$ cat config.mk
export PLATFORM = sky130hd
export DESIGN_NAME = uart_rx_fifo_flat
export DESIGN_NICKNAME = d
export VERILOG_FILES = /design/src/rtl/uart_rx_fifo_if.sv /design/src/rtl/uart_rx_fifo.sv /design/src/flat_wrapper.sv
export SDC_FILE = /design/constraint.sdc
export NUM_CORES = 1
export LEC_CHECK = 0
export CELL_PAD_IN_SITES_DETAIL_PLACEMENT = 1
export CELL_PAD_IN_SITES_GLOBAL_PLACEMENT = 2
export CORE_MARGIN = 1
export CORE_UTILIZATION = 32
export DETAILED_ROUTE_END_ITERATION = 8
export PLACE_DENSITY = 0.59
export SYNTH_ARGS = -nofsm -noshare
export SYNTH_HDL_FRONTEND = slang
export SYNTH_SLANG_ARGS = --single-unit
$ cat constraint.sdc
create_clock -name clk -period 3.7 [get_ports clk]
set_input_delay 0.37 -clock clk [delete_from_list [all_inputs] [get_ports clk]]
set_output_delay 0.37 -clock clk [all_outputs]
set_load 0.05 [all_outputs]
$ cat src/rtl/uart_rx_fifo_if.sv
// Signal bundle between the UART receiver/FIFO (master) and its byte consumer (slave).
interface uart_rx_fifo_if #(
    parameter int FIFO_DEPTH = 16
);
    localparam int COUNT_W = $clog2(FIFO_DEPTH) + 1;

    logic               rx;
    logic [7:0]         rx_data;
    logic               rx_valid;
    logic               rx_ready;
    logic [COUNT_W-1:0] fifo_count;
    logic               framing_err;
    logic               overrun_err;
    logic               parity_err;

    modport master (
        input  rx,
        input  rx_ready,
        output rx_data,
        output rx_valid,
        output fifo_count,
        output framing_err,
        output overrun_err,
        output parity_err
    );

    modport slave (
        output rx,
        output rx_ready,
        input  rx_data,
        input  rx_valid,
        input  fifo_count,
        input  framing_err,
        input  overrun_err,
        input  parity_err
    );
endinterface

$ cat src/rtl/uart_rx_fifo.sv
// UART 8N1 receiver feeding a first-word-fall-through byte FIFO.
// Define UART_RX_PARITY_EN to expect an even-parity bit between bit 7 and the stop bit.
module uart_rx_fifo #(
    parameter int BAUD_DIV   = 234,
    parameter int FIFO_DEPTH = 16
) (
    input  logic           clk,
    input  logic           reset,
    uart_rx_fifo_if.master bus
);
    localparam int ADDR_W  = $clog2(FIFO_DEPTH);
    localparam int COUNT_W = ADDR_W + 1;
    localparam logic [15:0]        BIT_TICKS  = 16'(BAUD_DIV);
    localparam logic [15:0]        HALF_TICKS = 16'(BAUD_DIV / 2);
    localparam logic [COUNT_W-1:0] FULL_COUNT = COUNT_W'(FIFO_DEPTH);

    typedef enum logic [2:0] {
        IDLE,
        START,
        DATA,
`ifdef UART_RX_PARITY_EN
        PARITY,
`endif
        STOP,
        BREAK
    } state_t;

    logic               rx_meta;
    logic               rx_sync;
    logic               rx_prev;
    state_t             state;
    logic [15:0]        cnt;
    logic [2:0]         bit_idx;
    logic [7:0]         shreg;
    logic               framing_err;
    logic               overrun_err;
    logic               parity_err;
    logic               expired;
    logic               frame_ok;
    logic               push_now;
    logic               do_pop;
    logic               do_push;
    logic               full;
    logic [7:0]         mem [FIFO_DEPTH];
    logic [ADDR_W-1:0]  wr_ptr;
    logic [ADDR_W-1:0]  rd_ptr;
    logic [COUNT_W-1:0] count;
`ifdef UART_RX_PARITY_EN
    logic               parity_bit;
`endif

    // rx_prev lets IDLE see a 1->0 step using only synchronized samples
    always_ff @(posedge clk) begin
        if (reset) begin
            rx_meta <= 1'b1;
            rx_sync <= 1'b1;
            rx_prev <= 1'b1;
        end else begin
            rx_meta <= bus.rx;
            rx_sync <= rx_meta;
            rx_prev <= rx_sync;
        end
    end

    assign expired = (cnt <= 16'd1);

`ifdef UART_RX_PARITY_EN
    assign frame_ok = rx_sync && !(^{shreg, parity_bit});
`else
    assign frame_ok = rx_sync;
`endif

    assign push_now = (state == STOP) && expired && frame_ok;

    always_ff @(posedge clk) begin
        if (reset) begin
            state       <= IDLE;
            cnt         <= '0;
            bit_idx     <= '0;
            shreg       <= '0;
            framing_err <= 1'b0;
`ifdef UART_RX_PARITY_EN
            parity_bit  <= 1'b0;
            parity_err  <= 1'b0;
`endif
        end else begin
            framing_err <= 1'b0;
`ifdef UART_RX_PARITY_EN
            parity_err  <= 1'b0;
`endif
            case (state)
                IDLE: begin
                    if (rx_prev && !rx_sync) begin
                        state <= START;
                        cnt   <= HALF_TICKS;
                    end
                end
                START: begin
                    if (expired) begin
                        if (!rx_sync) begin
                            state   <= DATA;
                            cnt     <= BIT_TICKS;
                            bit_idx <= '0;
                        end else begin
                            state <= IDLE;
                        end
                    end else begin
                        cnt <= cnt - 16'd1;
                    end
                end
                DATA: begin
                    if (expired) begin
                        shreg   <= {rx_sync, shreg[7:1]};
                        bit_idx <= bit_idx + 3'd1;
                        cnt     <= BIT_TICKS;
                        if (bit_idx == 3'd7) begin
`ifdef UART_RX_PARITY_EN
                            state <= PARITY;
`else
                            state <= STOP;
`endif
                        end
                    end else begin
                        cnt <= cnt - 16'd1;
                    end
                end
`ifdef UART_RX_PARITY_EN
                PARITY: begin
                    if (expired) begin
                        parity_bit <= rx_sync;
                        cnt        <= BIT_TICKS;
                        state      <= STOP;
                    end else begin
                        cnt <= cnt - 16'd1;
                    end
                end
`endif
                STOP: begin
                    if (expired) begin
`ifdef UART_RX_PARITY_EN
                        parity_err <= ^{shreg, parity_bit};
`endif
                        if (rx_sync) begin
                            state <= IDLE;
                        end else begin
                            framing_err <= 1'b1;
                            state       <= BREAK;
                        end
                    end else begin
                        cnt <= cnt - 16'd1;
                    end
                end
                BREAK: begin
                    if (rx_sync) begin
                        state <= IDLE;
                    end
                end
                default: state <= IDLE;
            endcase
        end
    end

`ifndef UART_RX_PARITY_EN
    assign parity_err = 1'b0;
`endif

    // A pop in the same cycle frees the slot, so a full FIFO can still accept
    assign full    = (count == FULL_COUNT);
    assign do_pop  = (count != '0) && bus.rx_ready;
    assign do_push = push_now && (!full || do_pop);

    always_ff @(posedge clk) begin
        if (do_push && !reset) begin
            mem[wr_ptr] <= shreg;
        end
    end

    always_ff @(posedge clk) begin
        if (reset) begin
            wr_ptr      <= '0;
            rd_ptr      <= '0;
            count       <= '0;
            overrun_err <= 1'b0;
        end else begin
            overrun_err <= push_now && full && !do_pop;
            if (do_push) begin
                wr_ptr <= wr_ptr + 1'b1;
            end
            if (do_pop) begin
                rd_ptr <= rd_ptr + 1'b1;
            end
            case ({do_push, do_pop})
                2'b10:   count <= count + 1'b1;
                2'b01:   count <= count - 1'b1;
                default: count <= count;
            endcase
        end
    end

    assign bus.rx_valid    = (count != '0);
    assign bus.rx_data     = (count != '0) ? mem[rd_ptr] : 8'h00;
    assign bus.fifo_count  = count;
    assign bus.framing_err = framing_err;
    assign bus.overrun_err = overrun_err;
    assign bus.parity_err  = parity_err;
endmodule
$ cat src/flat_wrapper.sv
// flat-port wrapper written by rule: the top's interface ports become plain ports
module uart_rx_fifo_flat 
#(
    parameter int BAUD_DIV   = 234,
    parameter int FIFO_DEPTH = 16
)
  (clk, reset, bus_rx, bus_rx_ready, bus_rx_data, bus_rx_valid, bus_fifo_count, bus_framing_err, bus_overrun_err, bus_parity_err);
  uart_rx_fifo_if #(.FIFO_DEPTH(FIFO_DEPTH)) bus_i ();
  input  logic clk;
  input  logic reset;
  input wire logic [$bits(bus_i.rx)-1:0] bus_rx;
  input wire logic [$bits(bus_i.rx_ready)-1:0] bus_rx_ready;
  output wire logic [$bits(bus_i.rx_data)-1:0] bus_rx_data;
  output wire logic [$bits(bus_i.rx_valid)-1:0] bus_rx_valid;
  output wire logic [$bits(bus_i.fifo_count)-1:0] bus_fifo_count;
  output wire logic [$bits(bus_i.framing_err)-1:0] bus_framing_err;
  output wire logic [$bits(bus_i.overrun_err)-1:0] bus_overrun_err;
  output wire logic [$bits(bus_i.parity_err)-1:0] bus_parity_err;
  assign bus_i.rx = bus_rx;
  assign bus_i.rx_ready = bus_rx_ready;
  assign bus_rx_data = bus_i.rx_data;
  assign bus_rx_valid = bus_i.rx_valid;
  assign bus_fifo_count = bus_i.fifo_count;
  assign bus_framing_err = bus_i.framing_err;
  assign bus_overrun_err = bus_i.overrun_err;
  assign bus_parity_err = bus_i.parity_err;
  uart_rx_fifo #(.BAUD_DIV(BAUD_DIV), .FIFO_DEPTH(FIFO_DEPTH)) u_core (.clk(clk), .reset(reset), .bus(bus_i));
endmodule
After elaboration in Yosys (flattened, before gate mapping):

Memories as Yosys holds them, arrays and structs flattened. A register that Yosys moved wholly into a read port is not among the register bits.
Cells that the tools add are included.

* register bits after elaboration: 48
* bits in writable memories: 128
* bits of input ports: 4
* output and inout port bits: 17
* logic and storage cells: 88
* memories kept: 1

* add/subtract/negate cells: 6
* order comparisons: 1
* eq/ne operators: 17
* muxes and demuxes: 26
* bitwise operators: 2
* reductions and logical operators: 23

Memories
* u_core.mem: depth 16, width 8, rd ports 1, clocked after memory_dff 1, wr ports 1, RTL line uart_rx_fifo.sv:44 `logic [7:0] mem [FIFO_DEPTH];`

Operators with widths (count)
* $mux 16: 5
* $pmux 16 s4: 1
* $mux 3: 10
* $le 16x1->1 const B: 1
* $sub 16x1->16 const B: 1
* $pmux 3 s5: 1
* $ne 2x1->1 const B: 6
* $pmux 5 s2: 1
* $add 4x1->4 const B: 2
* $logic_and 1x1->1: 8
* $mux 4: 2
* $mux 8: 1
* $reduce_and 4->1: 2
* $eq 3x2->1 const B: 2
* $eq 3x3->1 const B: 2
* $pmux 3 s2: 1
* $reduce_and 6->1: 1
* $add 5x1->5 const B: 1
* $eq 5x5->1 const B: 1
* $reduce_bool 5->1: 1
* $sub 5x1->5 const B: 1
* $logic_not 1->1: 4
* $ne 2x2->1 const B: 2
* $reduce_bool 2->1: 2
* 13 further kinds: 16

Logic depth before layout (Yosys ltp):

Gate-level depths: netlist (run 1).

* depth in word-level cells: 7
* mapped depth: 13
* gate-level depth less buffers: 12

Worst setup path after synthesis (run 1):

Ideal clock, no wire load.

* path kind: register -> register
* start: reg u_core.count[0] (netlist: u_core.bus.fifo_count[0])
* end: reg u_core.count[4] (netlist: u_core.bus.fifo_count[4])
* library setup time: 0.123 ns
* data arrival time: 2.838 ns
* slack: 0.738 ns
* stages on the path, launching flop included: 9
* cell sequence: dfxtp_1 > or4_4 > o21ai_1 > a31oi_4 > ha_1 > a21o_1 > a21oi_1 > mux2i_1 > mux2_1

* cells in the longest elaborated chain, start to end: 6
* elaborated cells on any way between the ends: 12
* classes of those cells: add/sub: 2; eq/ne: 3; mux: 1; reduce/logical: 6

RTL lines
* start: declaration: RTL line uart_rx_fifo.sv:47 `logic [COUNT_W-1:0] count;`
* start signal: assignment: RTL line uart_rx_fifo.sv:193 `2'b10: count <= count + 1'b1;`
* start signal: assignment: RTL line uart_rx_fifo.sv:194 `2'b01: count <= count - 1'b1;`
* start signal: assignment: RTL line uart_rx_fifo.sv:195 `default: count <= count;`
* $eq 5x5->1 or $reduce_bool 5->1 (tied branches): RTL line uart_rx_fifo.sv:168, uart_rx_fifo.sv:169
* $logic_not 1->1 or $logic_and 1x1->1 (tied branches): RTL line uart_rx_fifo.sv:170, uart_rx_fifo.sv:169
* $logic_or 1x1->1: RTL line uart_rx_fifo.sv:170 `assign do_push = push_now && (!full || do_pop);`
* $logic_and 1x1->1: RTL line uart_rx_fifo.sv:170
* $eq 2x1->1 or $eq 2x2->1 (tied branches): RTL line uart_rx_fifo.sv:192 `case ({do_push, do_pop})`
* $pmux 5 s2 or $reduce_bool 2->1 (tied branches)

Several ways; a longest one is shown, not always the timed one.
A chain may end at the register's enable or synchronous reset.

==> flow_summary.ini, run 1 <==
[outcome]
run_status = completed

[clock_network]
post_cts_hold_buffers = 0
post-cts-setup-buffers = 0
max-clock-path-buffers = 2
clock-root-buffer = sky130_fd_sc_hd__clkbuf_16
tritoncts = yes
clk-insertion-delay-late_ns = 0.43
clk_pin_slew_worst_paths_ns = 0.07
post_cts_resized = 0
total_clock_buffers_created_by_cts = 17
count_of_h_tree_levels_built_during_cts = 4
tritoncts_num_sinks = 180

[global_route]
wire_length_of_the_first_global_routing_pass_mm = 27.3
largest_net_degree_at_the_start_of_global_routing = 33
grt_antenna_before_repair = 0
globalRouteTotalUtil_pct = 15.1
grt_overflow = 0
first_global_vias = 4682

[pwr]
power.static_leakage_uw = 0.00291
worst_ir_drop_vdd_mv = 0.325
powerDensity_nw_per_um2 = 655

[synthesis]
synth_fp_nets = 544
ys_async_sr_fraction_pct = 0
netlist.top_cell.by_area = sky130_fd_sc_hd__edfxtp_1
synth_cell_types = 62
synth_flop_cell = sky130_fd_sc_hd__edfxtp_1
synth.ff_latch_count = 180
avgSynthCellArea_um2 = 14.5
synthMostInstantiatedCell = sky130_fd_sc_hd__edfxtp_1
synthesis.instances = 527
seq_area_frac_synth_pct = 63.9
cell_area_after_synthesis_um2 = 7650
synth-edff-count = 128
yosys-top-cells-area = sky130_fd_sc_hd__edfxtp_1 50%, sky130_fd_sc_hd__dfxtp_1 14%, sky130_fd_sc_hd__mux4_2 12%
synth_largest_type_area_fraction_pct = 50.2
netlist_top_cells_count = 128 x sky130_fd_sc_hd__edfxtp_1, 52 x sky130_fd_sc_hd__dfxtp_1, 42 x sky130_fd_sc_hd__nor2_1, 40 x sky130_fd_sc_hd__mux4_2, 30 x sky130_fd_sc_hd__a21oi_1
yosys_warnings = 0

[critical_path]
reg2regPathDepth = 10
worst_path_dominant_cell_family = multiplexers
timing.critical_path.cells = buf_12 -> mux4_2 -> mux4_2 -> nor2b_1 -> clkdlybuf4s50_1
setup.worst_path.class = reg2out
critical_path.reg2reg.endpoint = u_core.bus.fifo_count[4]$_SDFFE_PP0P_
endpoint_kind = primary output
cp_slowest_stage_delay_ns = 0.69
critical-path-slowest-cell = sky130_fd_sc_hd__clkdlybuf4s50_1
worst_ep_required_time_ns = 3.33
critical_path.most_common_cell = sky130_fd_sc_hd__mux4_2
worst_ep_arrival_time_ns = 2.96
cp.depth = 5
r2r_start = u_core.cnt[4]$_SDFFE_PP0P_
critPathMaxFanout = 32
worstSetupStartpointType = flop
regToRegSetupSlack_ns = 0.61
capturing_instance_or_port_of_the_critical_path = bus_rx_data[4]
critPathBufInv = 2

[die]
rows = 56
die_w_um = 157
num_io_pins = 21
dieArea_um2 = 24500
initial_core_util_pct = 32.6
design.core.area_um2 = 23500
die_h_um = 157

[timing]
grt_setup_unrepaired = false
slew-limit-headroom_pct = 46.2
finalHoldViolations = 0
finalClockSkew_ns = 0.0129
setup_viol_count_final = 0
fin_setup_tns_ns = 0
finalHoldWorstSlack_ns = 0.418
finalCriticalPeriod_ns = 3.33
slew_viol_final = 0
min_period_over_period_pct = 90.1
timing_worst_slew_pin_value_ns = 0.804
fin_ws_ns = 0.365
maxClockFrequency_ghz = 0.300

[route]
totalWireLength_mm = 17.4
drt_pre_antenna_iters = 4
drt-vias-per-instance = 4.99
vias = 4449
drt-initial-drc-count = 276
detail-route-antenna-nets = 0
detail_route.wl_per_cell_um = 19.5
post-route-drc-count = 0

[place]
placedInstanceArea_um2 = 8280
placement.io_buffers = 19
dp_worst_setup_slack_ns = 0.599
place.detailed.hpwl_mm = 11.5
routabilityCongestion = 0.744

[layout]
finalNetCount = 576
postLayoutCoreUtil_pct = 37.8
post_route_cells_drive_above_1_share_pct = 19.8
area_delta_synth_final_pct = 16.0
finish.instance_area_um2 = 8870
n_antenna_cell = 0

[min_path]
min-delay-path-class = in2reg

[run]
number_of_maximum_capacitance_violations = 0
## through the flow
stage,total power (uW),instances
after global routing,6080,891
after global placement,4100,859
final,5810,891
after floorplan,3580,527
after detailed placement,4120,859
after CTS,5910,891
## metal layers
layer / vias to the layer above / routed length, um / track usage (%)
met3: 16 / 280 / 2.82
li1: 2097 / - / -
met2: 40 / 8780 / 25.7
met1: 2296 / 8150 / 19.6
met4: 0 / 187 / 4.39
met5: - / 0 / 0
## cells in the final DEF, fill, tap and decap left out, types with 3 or more instances in the layout
cell / n
sky130_fd_sc_hd__a211oi_1: 5
sky130_fd_sc_hd__nor3_1: 11
sky130_fd_sc_hd__and3_1: 4
sky130_fd_sc_hd__and2_1: 3
sky130_fd_sc_hd__clkdlybuf4s50_1: 18
sky130_fd_sc_hd__or2_2: 4
sky130_fd_sc_hd__clkinv_8: 4
sky130_fd_sc_hd__xnor2_1: 4
sky130_fd_sc_hd__clkinv_4: 3
sky130_fd_sc_hd__or3_1: 6
sky130_fd_sc_hd__nand4_1: 4
sky130_fd_sc_hd__nor3b_1: 4
sky130_fd_sc_hd__ha_1: 12
sky130_fd_sc_hd__dfxtp_1: 51
sky130_fd_sc_hd__nand2_1: 23
sky130_fd_sc_hd__inv_8: 4
sky130_fd_sc_hd__or4_1: 4
sky130_fd_sc_hd__buf_4: 23
sky130_fd_sc_hd__nand2b_1: 5
sky130_fd_sc_hd__o21ai_0: 11
sky130_fd_sc_hd__nand3_1: 18
sky130_fd_sc_hd__nor2_1: 42
sky130_fd_sc_hd__inv_1: 14
sky130_fd_sc_hd__a31oi_1: 7
sky130_fd_sc_hd__edfxtp_1: 128
sky130_fd_sc_hd__nor2b_1: 10
sky130_fd_sc_hd__mux4_2: 40
sky130_fd_sc_hd__a311oi_1: 3
sky130_fd_sc_hd__clkbuf_16: 17
sky130_fd_sc_hd__nand3b_1: 5
sky130_fd_sc_hd__a21oi_1: 30
sky130_fd_sc_hd__mux2i_1: 8
sky130_fd_sc_hd__a21o_1: 4
## registers in the layout, indices dropped and copies added, names as in the netlist, named ones only
name	flops
u_core.bus.overrun_err	1
u_core.rx_prev	1
u_core.rd_ptr	4
u_core.frame_ok	1
u_core.rx_meta	1
u_core.bus.fifo_count	5
u_core.bus.framing_err	1
u_core.mem	128
u_core.cnt	16
u_core.wr_ptr	4
u_core.shreg	8
u_core.state	3
u_core.bit_idx	3
## logic make-up (layout without fill, tap and decap cells)
family,Yosys count,count (layout),synth area share (%)
AO/OA/AOI/OAI,76,76,6.38
XOR/XNOR,5,5,0.572
adder cells (fa/ha/maj),13,13,2.22
buffers and inverters,44,89,2.58
flip-flops,180,180,63.9
multiplexers,49,49,13.0
other,1,1,0.0490
AND/OR/NAND/NOR,159,159,11.4
## worst min-delay path by stage
stage | start | end | depth (start not counted)
after CTS | reset | u_core.wr_ptr[1]$_SDFFE_PP0P_ | 2
after global routing | u_core.rx_meta$_SDFF_PP1_ | u_core.frame_ok$_SDFF_PP1_ | 1
final | reset | u_core.wr_ptr[1]$_SDFFE_PP0P_ | 2
after global placement | u_core.rx_meta$_SDFF_PP1_ | u_core.frame_ok$_SDFF_PP1_ | 1
after detailed placement | u_core.rx_meta$_SDFF_PP1_ | u_core.frame_ok$_SDFF_PP1_ | 1
after floorplan | u_core.rx_meta$_SDFF_PP1_ | u_core.frame_ok$_SDFF_PP1_ | 1
## cell type report
cell class / count / area (um2)
Tap cell: 319 / 399
Multi-Input combinational cell: 303 / 2570
Timing Repair Buffer: 43 / 378
Inverter: 14 / 52.6
Sequential cell: 180 / 4890
Clock buffer: 17 / 425
Fill cell: 2407 / 14600
Clock inverter: 15 / 166
## power by group
group	internal (uW)	switching [uW]	total (uW)	leakage, uW
combinational	737	1030	1770	0.00101
clock	907	880	1790	0.000287
sequential	2190	73.7	2260	0.00161
total	3830	1980	5810	0.00291
Power figures use the tool's default switching activity.
==> run 2, diff against run 1 <==
--- a/config.mk
+++ b/config.mk
@@ -8,9 +8,9 @@
 export CELL_PAD_IN_SITES_DETAIL_PLACEMENT = 1
 export CELL_PAD_IN_SITES_GLOBAL_PLACEMENT = 2
 export CORE_MARGIN = 1
-export CORE_UTILIZATION = 32
+export CORE_UTILIZATION = 30
 export DETAILED_ROUTE_END_ITERATION = 8
-export PLACE_DENSITY = 0.59
+export PLACE_DENSITY = 0.56
 export SYNTH_ARGS = -nofsm -noshare
 export SYNTH_HDL_FRONTEND = slang
 export SYNTH_SLANG_ARGS = --single-unit
==> flow_summary.ini, run 2 (synthesis results as in run 1) <==
[place]
placement.io_buffers = 19
place_inst = 873
routabilityCongestion = 0.732
place.detailed.hpwl_mm = 11.8

[timing]
finalHoldViolations = 0
finalCriticalPeriod_ns = 3.40
slew-limit-headroom_pct = 49.2
maxClockFrequency_ghz = 0.294
finalClockSkew_ns = 0.0174
setup_viol_count_final = 0
slew_viol_final = 0
min_period_over_period_pct = 91.8
grt_setup_unrepaired = false
fin_setup_tns_ns = 0
finalHoldWorstSlack_ns = 0.394
timing_worst_slew_pin_value_ns = 0.760

[clock_network]
post_cts_hold_buffers = 0
tritoncts_num_sinks = 180
clk_pin_slew_worst_paths_ns = 0.08
post-cts-setup-buffers = 0
clock-root-buffer = sky130_fd_sc_hd__clkbuf_16
max-clock-path-buffers = 2
total_clock_buffers_created_by_cts = 17
tritoncts = yes
post_cts_resized = 0
count_of_h_tree_levels_built_during_cts = 4
clk-insertion-delay-late_ns = 0.44

[pwr]
p_int_uw = 3830
pwr-share-comb_pct = 30.6
net-switching-power_uw = 2000
powerDensity_nw_per_um2 = 655
sw_share_pct = 34.3
total_power_uw = 5830
power.static_leakage_uw = 0.00291
power.clock.fraction_pct = 30.6
sequentialPowerShare_pct = 38.8
worst_ir_drop_vdd_mv = 0.376

[die]
design.core.area_um2 = 25100
initial_core_util_pct = 30.5
num_io_pins = 21
die_h_um = 162
die_w_um = 162
dieArea_um2 = 26100
rows = 58

[global_route]
globalRouteTotalUtil_pct = 14.0
largest_net_degree_at_the_start_of_global_routing = 33
first_global_vias = 4664
grt_antenna_before_repair = 0
wire_length_of_the_first_global_routing_pass_mm = 27.4
grt_overflow = 0

[critical_path]
cp_slowest_stage_delay_ns = 0.69
endpoint_kind = primary output
worst_ep_arrival_time_ns = 3.03
critical_path.most_common_cell = sky130_fd_sc_hd__mux4_2
regToRegSetupSlack_ns = 0.85
worstSetupStartpointType = flop
worst_ep_required_time_ns = 3.33
critPathMaxFanout = 14
timing.critical_path.cells = buf_4 -> mux4_2 -> mux4_2 -> nor2b_1 -> clkdlybuf4s50_1
setup.worst_path.class = reg2out
critPathBufInv = 2
worst_path_dominant_cell_family = multiplexers
critical-path-slowest-cell = sky130_fd_sc_hd__clkdlybuf4s50_1

[outcome]
run_status = completed

[layout]
num-fill-cells = 2650
mostFrequentLayoutCell = sky130_fd_sc_hd__edfxtp_1
area_delta_synth_final_pct = 16.3
n_antenna_cell = 0
largestRegisters = u_core.mem x128, u_core.cnt x16, u_core.shreg x8
max_ffs_per_register = 128
post_route_cells_drive_above_1_share_pct = 20.0
layout.cells.non_filler = 905
finalNetCount = 579
final_cell_mix = 128 x sky130_fd_sc_hd__edfxtp_1, 51 x sky130_fd_sc_hd__dfxtp_1, 42 x sky130_fd_sc_hd__nor2_1, 40 x sky130_fd_sc_hd__mux4_2, 30 x sky130_fd_sc_hd__a21oi_1
largest-register = u_core.mem

[route]
vias = 4465
detail_route.wl_per_cell_um = 19.1
totalWireLength_mm = 17.3
drt-initial-drc-count = 285
detail-route-antenna-nets = 0
drt-vias-per-instance = 4.93
post-route-drc-count = 0
drt_pre_antenna_iters = 4

[min_path]
min-delay-path-class = in2reg

[run]
number_of_maximum_capacitance_violations = 0
[run 2: cell types whose count changed in the layout (fill, tap and decap cells not counted)]
cell,before,now
sky130_fd_sc_hd__inv_8,4,3
sky130_fd_sc_hd__clkbuf_1,0,1
sky130_fd_sc_hd__clkinv_2,1,0
sky130_fd_sc_hd__inv_6,2,5
sky130_fd_sc_hd__buf_12,1,0
sky130_fd_sc_hd__clkinv_4,3,0
sky130_fd_sc_hd__clkinvlp_4,1,2
sky130_fd_sc_hd__buf_4,23,27
[run 2: power by group through the flow]
stage	registers, uW	logic (uW)	clock network [uW]
3_3_place_gp	2300	1790	0
3_5_place_dp	2300	1820	0
4_1_cts	2260	1820	1840
2_1_floorplan	2360	1220	0
5_1_grt	2270	1920	1930
6_report	2260	1780	1780
[run 2: cell type report]
class	instances	area [um2]	area share, %
Multi-Input combinational cell	303	2570	28.9
Clock buffer	18	429	4.83
Tap cell	330	413	4.64
Sequential cell	180	4890	54.9
Clock inverter	14	158	1.77
Inverter	14	52.6	0.591
Timing Repair Buffer	46	388	4.36
[run 2: final timing paths]
check                                           startpoint                               endpoint  cells past startpoint
worst max-delay path                                  flop                         bus_rx_data[3]                      5
worst min-delay path                                 reset             u_core.cnt[7]$_SDFFE_PP0P_                      2
worst max register to register  u_core.cnt[0]$_SDFFE_PP0P_  u_core.bus.fifo_count[4]$_SDFFE_PP0P_                     12
worst min register to register   u_core.rx_meta$_SDFF_PP1_             u_core.frame_ok$_SDFF_PP1_                      1
[run 2: metal layers]
metal,up-vias,wire (um),track usage (%)
met5,-,0,0
met4,0,177,3.60
met3,15,374,2.76
met2,42,8650,23.7
met1,2298,8090,18.4
li1,2110,-,-
[run 2: metrics by stage]
step	instance area, um2	setup slack (ns)	util [%]
global route	8890	0.182	35.4
finish	8890	0.303	35.4
global placement	8310	0.758	33.1
floorplan	7650	0.738	-
CTS	8890	0.252	35.4
detailed placement	8310	0.729	33.1
